--- config.mk ---
export PLATFORM = sky130hd
export DESIGN_NAME = dma_stream_fifo
export DESIGN_NICKNAME = d
export VERILOG_FILES = /design/src/rtl/dma_stream_fifo.sv
export SDC_FILE = /design/constraint.sdc
export NUM_CORES = 1
export LEC_CHECK = 0
export BUFFER_PORTS_ARGS = -buffer_cell sky130_fd_sc_hd__buf_2
export CORE_AREA = 3 3 169 171
export DETAILED_ROUTE_END_ITERATION = 7
export DIE_AREA = 0 0 172 174
export GPL_TIMING_DRIVEN = 1
export SLEW_MARGIN = 0
export SYNTH_ARGS = -nofsm -noshare
export SYNTH_HDL_FRONTEND = slang
export SYNTH_SLANG_ARGS = --single-unit
--- constraint.sdc ---
create_clock -name clk -period 4.1 [get_ports clk]
set_input_delay 0.82 -clock clk [delete_from_list [all_inputs] [get_ports clk]]
set_output_delay 0.82 -clock clk [all_outputs]
set_load 0.01 [all_outputs]
--- src/rtl/dma_stream_fifo.sv ---
// Elastic first-word-fall-through AXI-stream FIFO carrying data and tlast, with occupancy,
// almost-full and synchronous flush. Define DMA_STREAM_FIFO_STATS_EN to add hwm/pkt_cnt outputs.
module dma_stream_fifo #(
  parameter int DATA_W       = 32,
  parameter int DEPTH        = 8,
  parameter int AFULL_THRESH = 6
) (
  input  logic                     clk,
  input  logic                     rst_n,
  input  logic                     flush,
  input  logic                     s_tvalid,
  input  logic [DATA_W-1:0]        s_tdata,
  input  logic                     s_tlast,
  output logic                     s_tready,
  output logic                     m_tvalid,
  output logic [DATA_W-1:0]        m_tdata,
  output logic                     m_tlast,
  input  logic                     m_tready,
  output logic [$clog2(DEPTH):0]   count,
  output logic                     almost_full
`ifdef DMA_STREAM_FIFO_STATS_EN
  ,
  output logic [$clog2(DEPTH):0]   hwm,
  output logic [15:0]              pkt_cnt
`endif
);

  localparam int AW = $clog2(DEPTH);
  localparam int CW = AW + 1;

  logic [DATA_W:0]   r_mem [DEPTH];
  logic [AW-1:0]     r_wr_ptr;
  logic [AW-1:0]     r_rd_ptr;
  logic [CW-1:0]     r_count;
  logic [CW-1:0]     w_count_nxt;
  logic [DATA_W:0]   w_rd_entry;
  logic              w_push;
  logic              w_pop;

  assign s_tready    = (r_count != CW'(DEPTH));
  assign m_tvalid    = (r_count != '0);
  assign w_push      = s_tvalid & s_tready;
  assign w_pop       = m_tvalid & m_tready;
  assign w_rd_entry  = r_mem[r_rd_ptr];
  assign m_tdata     = w_rd_entry[DATA_W-1:0];
  assign m_tlast     = w_rd_entry[DATA_W] & m_tvalid;
  assign count       = r_count;
  assign almost_full = (r_count >= CW'(AFULL_THRESH));

  always_comb begin
    // NOTE: default assignment first so every path drives the signal and no latch is inferred.
    w_count_nxt = r_count;
    if (flush)
      w_count_nxt = '0;
    else if (w_push && !w_pop)
      w_count_nxt = r_count + CW'(1);
    else if (!w_push && w_pop)
      w_count_nxt = r_count - CW'(1);
  end

  // NOTE: storage has no reset; contents are only observable once the pointers say they are valid.
  always_ff @(posedge clk) begin
    if (w_push && !flush)
      r_mem[r_wr_ptr] <= {s_tlast, s_tdata};
  end

  // NOTE: sequential state uses non-blocking assignments so all registers update together at the edge.
  always_ff @(posedge clk or negedge rst_n) begin
    if (!rst_n) begin
      r_wr_ptr <= '0;
      r_rd_ptr <= '0;
      r_count  <= '0;
    end else begin
      r_count <= w_count_nxt;
      if (flush) begin
        r_wr_ptr <= '0;
        r_rd_ptr <= '0;
      end else begin
        if (w_push) r_wr_ptr <= r_wr_ptr + AW'(1);
        if (w_pop)  r_rd_ptr <= r_rd_ptr + AW'(1);
      end
    end
  end

`ifdef DMA_STREAM_FIFO_STATS_EN
  logic [CW-1:0] r_hwm;
  logic [15:0]   r_pkt_cnt;

  assign hwm     = r_hwm;
  assign pkt_cnt = r_pkt_cnt;

  always_ff @(posedge clk or negedge rst_n) begin
    if (!rst_n) begin
      r_hwm     <= '0;
      r_pkt_cnt <= '0;
    end else if (flush) begin
      r_hwm     <= '0;
      r_pkt_cnt <= '0;
    end else begin
      if (w_count_nxt > r_hwm) r_hwm <= w_count_nxt;
      if (w_pop && m_tlast)    r_pkt_cnt <= r_pkt_cnt + 16'd1;
    end
  end
`endif

endmodule
# Word level (Yosys, flattened, before mapping)
# Memory sizes are Yosys's and may differ from the RTL's.
# Cells that the tools add are included.
# W data, S select, Z words.
# word_totals
register_bits	10
latchBits	0
ram_bits	264
rom_bits	0
inputBits	38
output_inout_bits	40
word_cells	32
memories	1
# mem_list
name	words	width	read_ports	rd_ports_with_merged_regs	wr	line_no	source
r_mem	8	33	1	0	1	31	logic [DATA_W:0] r_mem [DEPTH];
# classes
n_addsub	4
multipliers	0
n_div	0
magnitude_cmp	1
eq_ne	1
shifts	0
mux	9
bitwise_logic	3
reduce_logical	10
# ops
cell	count
$mux W3	4
$mux W4	3
$add A3 B1 Y3 const B	2
$add A4 B1 Y4 const B	1
$ge A4 B3 Y1 const B	1
$ne A4 B4 Y1 const B	1
$reduce_bool A2 Y1	2
$reduce_bool A4 Y1	1
$sub A4 B1 Y4 const B	1
$and A1 B1 Y1	3
$logic_and A1 B1 Y1	3
$logic_not A1 Y1	3
$reduce_bool A3 Y1	1
$mux W1	2

# Longest topological paths before layout
# Gate-level depths: netlist of run 1.
# depth
word_depth	7
mapped_depth	8
mapped_depth_nobuf	7

# Worst setup path before layout of run 1
# No wires, ideal clock.
# synth_path
path_kind	input to register
startpoint	in s_tvalid
endpoint	mem r_mem[0][0] (netlist bit), enable pin
setup_time_ns	0.464
arrival_time_ns	3.677
t_required_ns	3.636
setup_slack_ns	-0.041
cell_stages	5
path_buffers	1
cell_sequence	buf_2 -> inv_1 -> nor3b_1 -> nand2b_1 -> nor3_1
# synth_between
elab_chain_cells	4
# synth_rtl
element	line_no	source
start: declaration	11	input logic s_tvalid,
$and A1 B1 Y1	42	assign w_push = s_tvalid & s_tready;
$logic_and A1 B1 Y1	63	if (w_push && !flush)
$mux W1	63	
$mux W1 (not written as such)	64	r_mem[r_wr_ptr] <= {s_tlast, s_tdata};
end: declaration	31	
# Every way passes these cells.

# Worst setup path after layout of run 1
# layout_path
startpoint	reg r_rd_ptr[0]
endpoint	out m_tdata[24]
# layout_between
elab_chain_cells	1
# layout_rtl
element	line_no	source
start: declaration	33	logic [AW-1:0] r_rd_ptr;
start signal: assignment	80	if (w_pop) r_rd_ptr <= r_rd_ptr + AW'(1);
$mem_v2 Z8 W33	-	
end: declaration	16	output logic [DATA_W-1:0] m_tdata,
# Every way passes these cells.

==> out/qor.yml, run 1 <==
slew-limit-headroom: 0.3167
postCtsHoldBufs: 0
synth_nets: 510
fmax_ghz: 0.2878
core_sq_mm: 0.02703
grt_pass1_vias: 5399
cp_data_required_time_ns: 3.28
initialDrtViolationCount: 402
status: "finished, final reports clean"
ys_types: 39
setup_viol: 0
tightest_slew_ns: 1.025
ir_worst_vdd_mv: 0.2951
antenna_found_initial: 5
syn-instance-count: 467
pin_count: 78
grt_max_degree: 69
drive_gt1_frac: 0.3938
detail_route.wl_per_cell_microns: 22.19
grt.total_usage: 0.1389
die_h_microns: 174
nets: 607
syn_avg_cell_area_sq_um: 23.12
clockBufferDepth: 3
cts_tree: "done"
ys_ff_latch: 274
drc: 0
htree_levels: 1
vias: 4961
p_per_area_mw_per_mm2: 580.6
finalMaxSlewViolations: 0
rsz0062_at_grt: "no"
hold_path_class: "primary input to asynchronous set/reset pin"
endpoint_kind: "primary output"
postCtsSetupBuffers: 0
area_delta_synth_final_pct: 15.90
max_cap_violations: 0
gp_congestion: 0.7339
gr-total-overflow: 0
clock_skew_ns: 0.008785
clock_sinks: 274
nFillCells: 2224
cts_resized: 0
drt-total-wl_microns: 20530
place_hpwl_microns: 11620
hold_viol_final: 0
leakagePower_nw: 4.105
die_w_microns: 172
multi_input_area_sq_mm: 0.002487
start_util: 0.3996
fin_crit_ns: 3.475
grt_pass1_wl_microns: 31720
portBuffers: 77
fin_crit_sh: 0.8475
ys.warnings.count: 0
first_pass_iters: 4
syn_area_sq_mm: 0.01080
path_max_fanout: 28
numCtsBuffers: 28
n_antenna_cell: 0
yosysSeqAreaShare: 0.7573
clk_latency_ns: 0.52
die-area_sq_mm: 0.02993
post_drt_via_cell_ratio: 5.363
seq_area_sq_mm: 0.008187
cts-root-buf: "clkbuf_16"
path_clk_slew_ns: 0.06
core.rowCount: 60
cp-start-kind: "flop"
utilization: 0.4631
fin_tns_setup_ns: 0
worstPathArrival_ns: 2.65
critPathKind: "flop to primary output"
ant_nets: 0
## per-stage QoR
| step | power (W) | area [sq um] | hold WS (ns) | worst slack, ns | cells |
|---|---|---|---|---|---|
| finish | 0.007267 | 12520 | 0.1568 | 0.6251 | 925 |
| global route | 0.007598 | 12520 | 0.1487 | 0.4566 | 925 |
| CTS | 0.007375 | 12520 | 0.1381 | 0.5376 | 925 |
| detailed placement | 0.004982 | 11640 | 0.6465 | 1.105 | 875 |
| global placement | 0.004946 | 11640 | 0.5797 | 1.113 | 875 |
| floorplan | 0.004552 | 10810 | 0.5244 | 0.8428 | 467 |
## kinds of logic (layout without fill, tap and decap cells)
group,Yosys count,in the layout,synth area share
and+or+nand+nor,39,39,0.01703
DFF,274,274,0.7573
buffers and inverters,29,146,0.01865
xor gates and xnor gates,6,6,0.004866
adders and majority gates,5,5,0.006488
muxes,101,101,0.1863
AOI/OAI and AO/OA,13,13,0.009384
## flip-flops by register name, indices dropped and copies added (netlist names)
name,flops
r_rd_ptr,3
r_wr_ptr,3
count,4
r_mem,264
## power breakdown
| group | internal [W] | total, W | switching, W | leakage, nW |
|---|---|---|---|---|
| Combinational | 0.000859 | 0.00151 | 0.000647 | 1.17 |
| Clock | 0.00141 | 0.00238 | 0.000970 | 0.424 |
| Sequential | 0.00318 | 0.00338 | 0.000196 | 2.51 |
| Total | 0.00545 | 0.00727 | 0.00181 | 4.10 |
## layout make-up
class                      instances  share of cell area
sequential                       274              0.6541
multi-input combinational        164              0.1987
clock buffer                      36             0.06008
timing repair buffer              90             0.04159
tap                              341             0.03409
clock inverter                    14            0.009597
inverter                           6            0.001799
## final timing paths
kind	slack [ns]	cells past startpoint	startpoint	to
min	0.16	1	rst_n	count[0]
max in group asynchronous	3.71	1	rst_n	r_rd_ptr[0]
max	0.63	4	r_rd_ptr[0]	m_tdata[24]
min reg2reg	0.65	2	r_wr_ptr[0]	r_wr_ptr[0]
min in group clk	0.56	1	s_tdata[9]	r_mem[4][9]
max reg2reg	1.30	7	count[1]	count[3]
## worst max-delay path, cell delays in order, from the launching register on
cell and delay (ns):
dfrtp_4 0.78, buf_4 0.38, mux4_2 0.55, mux2_4 0.27
buf_2 0.14
## placed cells by master (no fill, tap or decap), types with 3 or more instances in the layout
master and instances:
buf_12 3, buf_2 77, buf_4 10, clkbuf_1 7, clkbuf_16 29, clkinv_1 4
clkinv_2 6, dfrtp_1 7, edfxtp_1 264, ha_1 4, inv_1 5, mux2_2 7
mux2_4 25, mux2i_1 3, mux4_1 11, mux4_2 55, nand2_1 6, nand2b_1 3
nand3_1 5, nor2_1 10, nor2_4 6, xor2_1 4
## cells in the mapped netlist, drive strengths merged
cell type	n	area, sq um
nor3b	1	7.510
a21oi	2	10.01
or2	1	6.260
o21ai	1	5.000
a211o	1	8.760
dfrtp	10	250.2
xnor2	2	17.52
nand3	5	25.02
fa	1	20.02
xor2	4	35.03
nand2b	3	18.77
a211oi	2	20.02
a31oi	1	6.260
ha	4	50.05
nor2	16	60.06
and2	1	6.260
mux4	66	1528
nand2	6	22.52
or4b	1	10.01
or3	1	6.260
nand4	1	6.260
a21o	2	15.01
o311a	1	10.01
buf	15	141.4
clkbuf	8	37.53
a2111o	1	11.26
mux2	32	454.2
mux2i	3	30.03
o211ai	2	15.01
edfxtp	264	7928
nor3	3	15.01
inv	6	22.52
## layer usage
layer  vias to the layer above  global-route usage  wire [microns]
met3                        38             0.03139            1160
met2                       135              0.2316           10300
met5                         -                   0              58
li1                       2148                   -               -
met1                      2630              0.1893            8688
met4                        10             0.02761             320
(Power assumes the default switching activity.)
==> run 2, diff against run 1 <==
==> constraint.sdc (replaced) <==
create_clock -name clk -period 2.9 [get_ports clk]
set_input_delay 0.58 -clock clk [delete_from_list [all_inputs] [get_ports clk]]
set_output_delay 0.58 -clock clk [all_outputs]
set_load 0.01 [all_outputs]
==> run 2 against run 1 <==
  * Cell area increased by 2.7%
  * Sequential power is 37% higher
  * Via count increased by 1.2%
  * First-iteration DRC count decreased by 16%
  * Utilization up 1.3 points
  * Critical endpoint is now m_tdata[20]
==> out/qor.yml, run 2 (synthesis results as in run 1) <==
status: "finished, final reports clean"  # unchanged
min-delay-start: "s_tdata[5]"
place_hpwl_microns: 12620  # was 11620 microns
fin_crit_sh: 0.9827
die-area_sq_mm: 0.02993  # unchanged
drt-total-wl_microns: 22160  # was 20530 microns
max_cap_violations: 0  # unchanged
critPathKind: "flop to primary output"  # unchanged
initialDrtViolationCount: 336  # was 402
p_per_area_mw_per_mm2: 828.2  # was 580.6 mW/mm^2
final_common_cell: "edfxtp_1"  # unchanged
rsz0062_at_grt: "yes"  # was no
fin_crit_ns: 2.850
grt_max_degree: 37  # was 69
cp_data_required_time_ns: 2.32  # was 3.28 ns
numCtsBuffers: 29  # was 28
hold_path_class: "primary input to flop"  # was primary input to asynchronous set/reset pin
r2r_slack_ns: 0.12  # was 1.30 ns
fmax_ghz: 0.3509
grt.total_usage: 0.1435  # was 0.1389
final_cell_mix: "264 x edfxtp_1, 77 x buf_2, 57 x mux4_2, 33 x clkbuf_16, 25 x mux2_4"  # was 264 x edfxtp_1, 77 x buf_2, 55 x mux4_2, 29 x clkbuf_16, 25 x mux2_4
die_w_microns: 172  # unchanged
path_clk_slew_ns: 0.06  # about the same
first_pass_iters: 4  # unchanged
cp-start-kind: "flop"  # unchanged
portBuffers: 77  # unchanged
pin_count: 78  # unchanged
cts-root-buf: "clkbuf_16"  # unchanged
path_max_fanout: 7  # was 28
grt_pass1_vias: 5351  # was 5399
worstPathArrival_ns: 2.27  # was 2.65 ns
clk_latency_ns: 0.54  # was 0.52 ns
ir_worst_vdd_mv: 0.4551  # was 0.2951 mV
gp_congestion: 0.8249  # was 0.7339
gr-total-overflow: 0  # unchanged
post_drt_via_cell_ratio: 5.267  # was 5.363
reg2reg_from: "count[1]"  # unchanged
leakagePower_nw: 4.279  # was 4.105 nW
start_util: 0.3996  # unchanged
clock_sinks: 274  # unchanged
drc: 0  # unchanged
n_antenna_cell: 0  # unchanged
clockBufferDepth: 3  # unchanged
finalMaxSlewViolations: 0  # unchanged
grt_pass1_wl_microns: 32510  # was 31720 microns
area_delta_synth_final_pct: 19.07  # was 15.90%
nets: 633  # was 607
regMostFlops: "r_mem"  # unchanged
setup_viol: 0  # unchanged
dpl_cell_area_sq_mm: 0.01179  # was 0.01164 sq mm
finalPower_w: 0.01065  # was 0.007267 W
htree_levels: 1  # unchanged
antenna_found_initial: 1  # was 5
die_h_microns: 174  # unchanged
endpoint_kind: "primary output"  # unchanged
hold_viol_final: 0  # unchanged
core.rowCount: 60  # unchanged
core_sq_mm: 0.02703  # unchanged
slew-limit-headroom: 0.5513  # was 0.3167
crit_start: "r_rd_ptr[0]"  # unchanged
rr_worst_depth: 7  # unchanged
utilization: 0.4758  # was 0.4631
worst_slack_ns: 0.05031  # was 0.6251 ns
hold_depth: 1
tightest_slew_ns: 0.6731  # was 1.025 ns
detail_route.wl_per_cell_microns: 23.26  # was 22.19 microns
ant_nets: 0  # unchanged
final_area_sq_mm: 0.01286  # was 0.01252 sq mm
clock_skew_ns: 0.02183  # was 0.008785 ns
drive_gt1_frac: 0.4199  # was 0.3938
vias: 5019  # was 4961
largest_register_ffs: 264  # unchanged
place_ws_ns: 0.1550  # was 1.105 ns
cts_tree: "done"  # unchanged
[run 2: critical path, stage by stage (launching register included)]
cell and delay [ns]:
dfrtp_4 0.44, buf_4 0.17, buf_16 0.15, mux4_1 0.56, mux2_4 0.29, buf_2 0.14
[run 2: power breakdown]
group	internal, W	total (W)	switching, W
Combinational	0.00147	0.00267	0.00120
Clock	0.00192	0.00337	0.00145
Sequential	0.00450	0.00462	0.000114
Total	0.00789	0.0106	0.00276
[run 2: per-layer routing]
metal / global-route usage / vias to the layer above / routed length (microns)
met4: 0.02894 / 2 / 302
met5: 0 / - / 13
met2: 0.2335 / 123 / 10830
li1: - / 2217 / -
met3: 0.02524 / 28 / 1075
met1: 0.2055 / 2649 / 9939
[run 2: stage by stage]
step / std cells / TNS (ns) / hold slack (ns)
floorplan: 467 / -22.20 / 0.2844
global placement: 888 / 0 / 0.4551
detailed placement: 888 / 0 / 0.4554
CTS: 942 / 0 / 0.2790
global route: 953 / -0.03309 / 0.2915
finish: 953 / 0 / 0.3082
[run 2: final cells by class]
cell class                 count  area, sq um
fill                        2197        14170
sequential                   274         8187
multi-input combinational    164         2480
timing repair buffer         115        870.8
clock buffer                  33        740.7
tap                          341        426.7
clock inverter                20        131.4
inverter                       6        22.52
[run 2: what timing repair did]
action                                 in CTS  in global routing
setup buffers                               0                  7
cloned                                      0                  4
endpoints found under the hold margin      10                  0
hold buffers                                1                  0
gates resized for setup                     2                  8
pin swaps                                   0                  0
setup endpoints to repair                  11                 18
[run 2: path summary, 6_finish.rpt]
path	end
min in group asynchronous	count[1]
hold / removal	r_mem[0][5]
max in group asynchronous	r_rd_ptr[0]
setup / recovery	m_tdata[20]
hold reg to reg	r_wr_ptr[0]
setup reg to reg	count[3]
==> run 3, diff against run 2 <==
--- a/config.mk
+++ b/config.mk
@@ -6,10 +6,10 @@
 export NUM_CORES = 1
 export LEC_CHECK = 0
 export BUFFER_PORTS_ARGS = -buffer_cell sky130_fd_sc_hd__buf_2
-export CORE_AREA = 3 3 169 171
+export CORE_AREA = 2 2 168 170
 export DETAILED_ROUTE_END_ITERATION = 7
-export DIE_AREA = 0 0 172 174
-export GPL_TIMING_DRIVEN = 1
+export DIE_AREA = 0 0 170 172
+export HOLD_SLACK_MARGIN = 0.1
 export SLEW_MARGIN = 0
 export SYNTH_ARGS = -nofsm -noshare
 export SYNTH_HDL_FRONTEND = slang
==> run 3 against run 2 <==
  * Critical endpoint is now m_tdata[26]
  * Setup slack lost 0.013 ns
  * Die area shrank 2.3%
  * First-iteration DRC count increased by 29%
  * Sequential share of layout area decreased by 0.95 points
  * Sequential power barely moved
  * Cell area grew 1.5%
  * Final cell count fell by 0.63%
  * Combinational power grew 10%
  * Register-to-register slack is essentially flat
  * Critical path depth rose by 1
  * Clock-buffer cell count rose by 1
  * Highest routed layer unchanged
  * Non-clock buffer count shrank 9
==> out/qor.yml, run 3 (synthesis results as in run 1) <==
status: "finished, final reports clean"  # unchanged
critPathKind: "flop to primary output"  # unchanged
cp-start-kind: "flop"  # unchanged
cts_tree: "done"  # unchanged
p_per_area_mw_per_mm2: 840.2  # was 828.2 mW/mm^2
fin_crit_sh: 0.9870  # was 0.9827
vias: 4959  # was 5019
clock_sinks: 274  # unchanged
clockBufferDepth: 3  # unchanged
worst_slack_ns: 0.03775  # was 0.05031 ns
gr-total-overflow: 0  # unchanged
slowest_stage: "dfrtp_4"  # was mux4_1
place_ws_ns: 0.1609  # was 0.1550 ns
numCtsBuffers: 28  # was 29
pwr-share-seq: 0.422  # was 0.433
portBuffers: 77  # unchanged
die_h_microns: 172  # was 174 microns
path_max_fanout: 5  # was 7
fmax_ghz: 0.3494  # was 0.3509 GHz
cpPeakStageDelay_ns: 0.51  # was 0.56 ns
r2r_slack_ns: 0.13  # was 0.12 ns
min-delay-start: "s_tdata[23]"  # was s_tdata[5]
hold_depth: 1  # unchanged
leakagePower_nw: 4.310  # was 4.279 nW
clk_latency_ns: 0.55  # was 0.54 ns
core.rowCount: 61  # was 60
worstPathArrival_ns: 2.28  # was 2.27 ns
regMostFlops: "r_mem"  # unchanged
grt_pass1_wl_microns: 31760  # was 32510 microns
path_common_cell: "buf_6"
post_drt_via_cell_ratio: 5.237  # was 5.267
gp_congestion: 0.7999  # was 0.8249
grt_pass1_vias: 5324  # was 5351
power_frac_comb: 0.269  # was 0.250
first_pass_iters: 6  # was 4
p_int_w: 0.008177  # was 0.007889 W
largest_register_ffs: 264  # unchanged
htree_levels: 1  # unchanged
ant_nets: 0  # unchanged
drive_gt1_frac: 0.4150  # was 0.4199
die_w_microns: 170  # was 172 microns
antenna_found_initial: 3  # was 1
core_sq_mm: 0.02748  # was 0.02703 sq mm
die-area_sq_mm: 0.02924  # was 0.02993 sq mm
pin_count: 78  # unchanged
cp_cell_sequence: "buf_6 -> buf_12 -> buf_16 -> mux4_2 -> mux2_4 -> buf_6"  # was buf_4 -> buf_16 -> mux4_1 -> mux2_4 -> buf_2
cts-root-buf: "clkbuf_16"  # unchanged
grt.total_usage: 0.1489  # was 0.1435
hold_viol_final: 0  # unchanged
fin_crit_ns: 2.862  # was 2.850 ns
start_util: 0.3930  # was 0.3996
utilization: 0.4750  # was 0.4758
ir_worst_vdd_mv: 0.4870  # was 0.4551 mV
rsz0062_at_grt: "yes"  # unchanged
final_area_sq_mm: 0.01305  # was 0.01286 sq mm
nets: 623  # was 633
final_common_cell: "edfxtp_1"  # unchanged
clock_skew_ns: 0.01931  # was 0.02183 ns
reg2reg_from: "count[1]"  # unchanged
dpl_cell_area_sq_mm: 0.01177  # was 0.01179 sq mm
area_delta_synth_final_pct: 20.87  # was 19.07%
final_cell_mix: "264 x edfxtp_1, 58 x mux4_2, 58 x buf_2, 29 x mux2_4, 29 x clkbuf_16"  # was 264 x edfxtp_1, 77 x buf_2, 57 x mux4_2, 33 x clkbuf_16, 25 x mux2_4
tightest_slew_ns: 0.5736  # was 0.6731 ns
dpl.cell_count: 883  # was 888
drc: 0  # unchanged
slew-limit-headroom: 0.6176  # was 0.5513
detail_route.wl_per_cell_microns: 22.65  # was 23.26 microns
max_cap_violations: 0  # unchanged
finalPower_w: 0.01097  # was 0.01065 W
drt-total-wl_microns: 21450  # was 22160 microns
place_hpwl_microns: 10830  # was 12620 microns
path_clk_slew_ns: 0.06  # about the same
finalMaxSlewViolations: 0  # unchanged
hold_path_class: "primary input to flop"  # unchanged
grt_max_degree: 34  # was 37
endpoint_kind: "primary output"  # unchanged
min_to: "r_mem[1][23]"  # was r_mem[0][5]
initialDrtViolationCount: 434  # was 336
finalNonFillerCells: 947  # was 953
worstReg2RegEnd: "count[3]"  # unchanged
swShare: 0.2543  # was 0.2591
setup_viol: 0  # unchanged
switchingPower_w: 0.002789  # was 0.002759 W
power_frac_clock: 0.309  # was 0.316
cp_data_required_time_ns: 2.32  # about the same
crit_start: "r_rd_ptr[0]"  # unchanged
rr_worst_depth: 7  # unchanged
==> run 3: layout make-up <==
class                           count  area (sq um)
Tap cell                          346         432.9
Fill cell                        2230         14420
Timing Repair Buffer              106          1032
Inverter                            6         22.52
Clock buffer                       34         723.2
Antenna cell                        1         2.502
Multi-Input combinational cell    164          2495
Clock inverter                     16         157.7
Sequential cell                   274          8187
==> run 3: worst max path at each step <==
stage          slack, ns  cells after the start           to
2_1_floorplan      -0.12                      5  r_mem[7][0]
3_3_place_gp        0.25                      7     count[3]
3_5_place_dp        0.16                      7     count[3]
4_1_cts            -0.06                      6  m_tdata[15]
5_1_grt            -0.02                      6  m_tdata[29]
6_report            0.04                      6  m_tdata[26]
==> run 3: worst max-delay path, delay by kind of cell (launching register included) <==
kind / cells / cell delay [ns]
multiplexers: 2 / 0.70
buffers and inverters: 4 / 0.53
flip-flops: 1 / 0.51
==> run 3: per-stage QoR <==
stage | TNS (ns) | hold slack [ns]
floorplan | -22.20 | 0.2844
global placement | 0 | 0.4567
global route | -0.1214 | 0.2819
detailed placement | 0 | 0.4570
CTS | -0.8010 | 0.2648
finish | 0 | 0.2998
==> run 3: per-layer routing <==
| metal | vias up | global-route usage | wire, microns | share of wire |
|---|---|---|---|---|
| met4 | 4 | 0.03456 | 322 | 0.015 |
| met1 | 2597 | 0.1895 | 9007 | 0.42 |
| li1 | 2187 | - | - | - |
| met2 | 142 | 0.2596 | 10740 | 0.50 |
| met3 | 29 | 0.03662 | 1343 | 0.063 |
| met5 | - | 0 | 30 | 0.0014 |
==> run 3: what timing repair did <==
action                     CTS  global route
setup endpoints to repair   23            23
resized for setup           18            19
setup buffers                5             1
gates cloned                 6             1
hold buffers                 1             0
hold endpoints to repair    10             0
==> run 3: power by group through the flow <==
stage          Clock, W  Sequential (W)  Combinational (W)
6_report        0.00339         0.00463            0.00295
5_1_grt         0.00363         0.00464            0.00318
4_1_cts         0.00348         0.00463            0.00288
3_5_place_dp          0         0.00471            0.00234
3_3_place_gp          0         0.00469            0.00230
2_1_floorplan         0         0.00466            0.00178
